$ cat src/rtl/uart_frame_parser.sv
// Parses HDR/ADDR/DATA/CHK frames from a UART byte stream into register writes.
// Frames with a bad checksum or an inter-byte timeout produce a frame-error strobe instead.
module uart_frame_parser #(
    parameter logic [7:0]  HDR         = 8'hA5,
    parameter int unsigned TIMEOUT_CYC = 50000
) (
    input  logic       clk,
    input  logic       rstn,
    input  logic [7:0] rx_dat,
    input  logic       rx_ok,
    output logic       wr_en,
    output logic [7:0] wr_addr,
    output logic [7:0] wr_data,
    output logic       frm_err,
    output logic [7:0] err_cnt,
    output logic       busy
);

    localparam logic [1:0] IDLE     = 2'd0;
    localparam logic [1:0] GET_ADDR = 2'd1;
    localparam logic [1:0] GET_DATA = 2'd2;
    localparam logic [1:0] GET_CHK  = 2'd3;

    localparam logic [15:0] TIMER_LAST = 16'(TIMEOUT_CYC - 1);

    logic [1:0]  state_reg, state_next;
    logic [15:0] timer_reg, timer_next;
    logic [7:0]  addr_reg, addr_next;
    logic [7:0]  data_reg, data_next;
    logic [7:0]  sum;
    logic        wr_pulse;
    logic        err_pulse;
    logic        timeout;

    assign sum     = addr_reg + data_reg;
    assign timeout = (state_reg != IDLE) && !rx_ok && (timer_reg == TIMER_LAST);
    assign busy    = (state_reg != IDLE);

    always_comb begin
        state_next = state_reg;
        addr_next  = addr_reg;
        data_next  = data_reg;
        wr_pulse   = 1'b0;
        err_pulse  = 1'b0;

        if (state_reg == IDLE || rx_ok) begin
            timer_next = 16'd0;
        end else begin
            timer_next = timer_reg + 16'd1;
        end

        case (state_reg)
            IDLE: begin
                if (rx_ok && rx_dat == HDR) begin
                    state_next = GET_ADDR;
                end
            end
            GET_ADDR: begin
                if (rx_ok) begin
                    addr_next  = rx_dat;
                    state_next = GET_DATA;
                end
            end
            GET_DATA: begin
                if (rx_ok) begin
                    data_next  = rx_dat;
                    state_next = GET_CHK;
                end
            end
            default: begin
                // The checksum byte always ends the frame, even if it equals HDR.
                if (rx_ok) begin
                    state_next = IDLE;
                    if (rx_dat == sum) begin
                        wr_pulse = 1'b1;
                    end else begin
                        err_pulse = 1'b1;
                    end
                end
            end
        endcase

        // timeout only fires without rx_ok, so an arriving byte always wins
        if (timeout) begin
            state_next = IDLE;
            timer_next = 16'd0;
            err_pulse  = 1'b1;
        end
    end

    always_ff @(posedge clk or negedge rstn) begin
        if (!rstn) begin
            state_reg <= IDLE;
            timer_reg <= 16'd0;
            addr_reg  <= 8'h00;
            data_reg  <= 8'h00;
            wr_en     <= 1'b0;
            frm_err   <= 1'b0;
            wr_addr   <= 8'h00;
            wr_data   <= 8'h00;
            err_cnt   <= 8'h00;
        end else begin
            state_reg <= state_next;
            timer_reg <= timer_next;
            addr_reg  <= addr_next;
            data_reg  <= data_next;
            wr_en     <= wr_pulse;
            frm_err   <= err_pulse;
            if (wr_pulse) begin
                wr_addr <= addr_reg;
                wr_data <= data_reg;
            end
            if (err_pulse && err_cnt != 8'hFF) begin
                err_cnt <= err_cnt + 8'd1;
            end
        end
    end

endmodule

$ cat config.mk
export PLATFORM = sky130hd
export DESIGN_NAME = uart_frame_parser
export DESIGN_NICKNAME = d
export VERILOG_FILES = /design/src/rtl/uart_frame_parser.sv
export SDC_FILE = /design/constraint.sdc
export NUM_CORES = 1
export LEC_CHECK = 0
export BUFFER_PORTS_ARGS = -buffer_cell sky130_fd_sc_hd__buf_4
export CAP_MARGIN = 5
export CELL_PAD_IN_SITES_DETAIL_PLACEMENT = 2
export CELL_PAD_IN_SITES_GLOBAL_PLACEMENT = 2
export CORE_ASPECT_RATIO = 0.9
export CORE_UTILIZATION = 39
export DETAILED_ROUTE_END_ITERATION = 6
export GPL_ROUTABILITY_DRIVEN = 0
export PLACE_DENSITY = 0.89
export SYNTH_ARGS = -nofsm -noshare
export SYNTH_HDL_FRONTEND = slang
export SYNTH_SLANG_ARGS = --single-unit
$ cat constraint.sdc
create_clock -name clk -period 4 [get_ports clk]
set_input_delay 1 -clock clk [delete_from_list [all_inputs] [get_ports clk]]
set_output_delay 1 -clock clk [all_outputs]
set_load 0.02 [all_outputs]
==> results.cfg <==
[power]
leakagePower_nw = 1.714
swShare = 0.3918
power_density_nw_per_um2 = 730.8
switching_power_mw = 1.035
pwr-share-seq = 0.350
clock_power_share = 0.204
ir_drop_mv = 0.2757
p_int_mw = 1.607
p_comb_frac = 0.446

[timing]
finalCritPeriodShare = 0.7898
tightestPinTransition_ns = 0.7837
rsz0062_at_grt = no
tns_ns = 0
slew_violations = 0
setup-violations-final = 0
finalHoldViolCount = 0
relSlewSlack = 0.4776
final.setup.worst_slack_ns = 0.8407
max_freq_mhz = 316.5
finClkSkew_ns = 0.009510
min_period_ns = 3.159

[placed_design]
hpwlAfterDp_um = 5511
post-place-ws_ns = 0.8577
placedInstanceArea_um2 = 3425
portBuffers = 37

[floorplanning]
start_util = 0.4043
core_area_um2 = 7545
die_w_um = 95.23
io_pins = 38
rows = 30
die_y_um = 85.90
die_area_um2 = 8180

[logic_synthesis]
synthMuxAreaShare = 0.1436
synth-seq-cells = 60
synth_edf_count = 0
yosysMostFrequentCell = dfrtp_1
synth_common_cells = 60 x dfrtp_1, 26 x nor2_1, 25 x mux2_2
synth_top_area_share = 0.4922
ys_warn_count = 0
synthDistinctLibCells = 43
yosysSeqAreaShare = 0.4922
synth_top_family_by_area = multiplexers
syn_area_per_cell_um2 = 11.82
synthSimpleGateAreaFrac = 0.1284
synthFlopType = dfrtp_1
syn_inst = 258
synth_area_leaders = dfrtp_1 49%, mux2_2 9.2%, ha_1 5.3%, xor2_1 5.2%, mux2_4 4.4%
synthXorXnorAreaFrac = 0.08901
async_reset_ff_frac = 1.000
synth_top_area_cell = dfrtp_1
synth_area_um2 = 3050
synth_compound_area_frac = 0.06809
syn_nets = 283
synth_fa_ha_area_frac = 0.05989

[global_routing]
grt_max_degree = 61
grt_overflow = 0
grt_pass1_vias = 2432
antenna_found_initial = 0
grt_pass1_wl_um = 13040
gr-usage-all-layers = 0.2122

[clock_tree]
path_clk_slew_ns = 0.07
cts_buffers = 9
htreeDepth = 3
root_buffer = clkbuf_8
clockBufferDepth = 2
cts_tree = yes
cts_hold_buf = 0
post-cts-setup-buffer-count = 0
insertion_delay_ns = 0.34
cts.sinks = 60
post_cts_resized = 0

[setup_path]
reg2reg_slack_ns = 0.84
max_stage_delay_ns = 0.44
cp-start-kind = register
cp_max_fo = 17
critPathKind = register to register
crit_arrival_ns = 3.38
cp-startpoint = addr_reg[0]$_DFFE_PN0P_
cp-end-kind = register
r2r_start = addr_reg[0]$_DFFE_PN0P_
cp_slowest_cell = fa_1
critPathRequiredTime_ns = 4.22
crit_chain = ha_1 > fa_1 > and3_2 > a2111oi_2 > a31oi_1 > or3_4 > nor3_4 > buf_4 > mux2_2

[min_path]
hp-start = timer_reg[0]$_DFF_PN0_
hold_path.class = register to register

[drt]
drtPass1Iterations = 4
drt-initial-drc-count = 105
wl_um = 7725
drtAntennaViolNets = 0
avgViaCountPerCell = 5.258
wl_per_cell_um = 19.17
drcViolationCount = 0
via_count = 2119

[finish]
layout.nets = 328
area_delta_synth_final_pct = 18.50
nFillCells = 772
drive_gt1_frac = 0.3094
utilization = 0.4791
final_area_um2 = 3615
n_antenna_cell = 0
largest_reg_flops = 16

[run]
maxCapViolations = 0

[run_status]
status = complete, no violations
[per-layer routing]
layer  wire, um  share of wire  global-route usage
met3        202          0.026             0.04787
met1       3576           0.46              0.2773
met4         73         0.0094             0.06474
met2       3872           0.50              0.3487
met5          0              0                   0
[power groups by stage]
| stage | combinational, mW | sequential [mW] | clock, mW |
|---|---|---|---|
| after detailed placement | 1.16 | 0.936 | 0 |
| after CTS | 1.19 | 0.928 | 0.557 |
| after global placement | 1.08 | 0.914 | 0 |
| final | 1.18 | 0.924 | 0.538 |
| after floorplan | 0.756 | 0.961 | 0 |
| after global routing | 1.29 | 0.951 | 0.579 |
[final timing paths]
check	end	cells past startpoint
worst max-delay path	wr_data[7]$_DFFE_PN0P_	9
worst min-delay path	timer_reg[0]$_DFF_PN0_	1
worst max register to register	wr_data[7]$_DFFE_PN0P_	9
worst min register to register	timer_reg[0]$_DFF_PN0_	1
max in group asynchronous	timer_reg[6]$_DFF_PN0_	1
min in group asynchronous	err_cnt[6]$_DFFE_PN0P_	1
[cells by family (layout without fill, tap and decap cells)]
| group | Yosys count | after routing |
|---|---|---|
| mux | 36 | 36 |
| xor+xnor | 31 | 31 |
| buf+inv | 11 | 60 |
| simple gates | 79 | 79 |
| fa+ha+maj | 14 | 14 |
| flops | 60 | 60 |
| compound gates | 27 | 27 |
[area by class of cell]
cell class,count,area [um^2],area share
clock buffer,10,137.6,0.03808
timing repair buffer,38,285.3,0.07892
sequential,60,1501,0.4154
tap,96,120.1,0.03323
clock inverter,5,52.55,0.01454
inverter,7,26.28,0.007269
multi-input combinational,187,1491,0.4126
[through the flow]
step / total power [mW] / hold WS, ns / std cells
6_report: 2.642 / 0.4791 / 403
5_1_grt: 2.819 / 0.5132 / 403
4_1_cts: 2.675 / 0.4845 / 403
3_5_place_dp: 2.097 / 0.4752 / 388
3_3_place_gp: 1.998 / 0.4399 / 388
2_1_floorplan: 1.717 / 0.4251 / 258
[critical path, delay by kind of cell, from the launching register on]
family                     cells  cell delay [ns]
AOI/OAI and AO/OA              2             0.36
adders and majority gates      2             0.72
buffers and inverters          1             0.33
DFF                            1             0.41
muxes                          1             0.38
and+or+nand+nor                3             0.83
[layout by cell type, fill, tap and decap left out, types with 2 or more instances in the layout]
cell type,instances
dfrtp_1,60
buf_4,38
nor2_1,26
mux2_2,25
nand2_1,20
xor2_1,18
xnor2_1,13
ha_1,13
nand3_1,11
clkbuf_8,10
mux2_4,9
inv_1,7
a21oi_1,5
a211oi_1,5
and3_1,4
a21o_1,4
nor3_1,3
clkinv_2,3
and4_1,2
nand2b_1,2
a31oi_1,2
a211o_1,2
nand4_1,2
(Power assumes the default switching activity.)
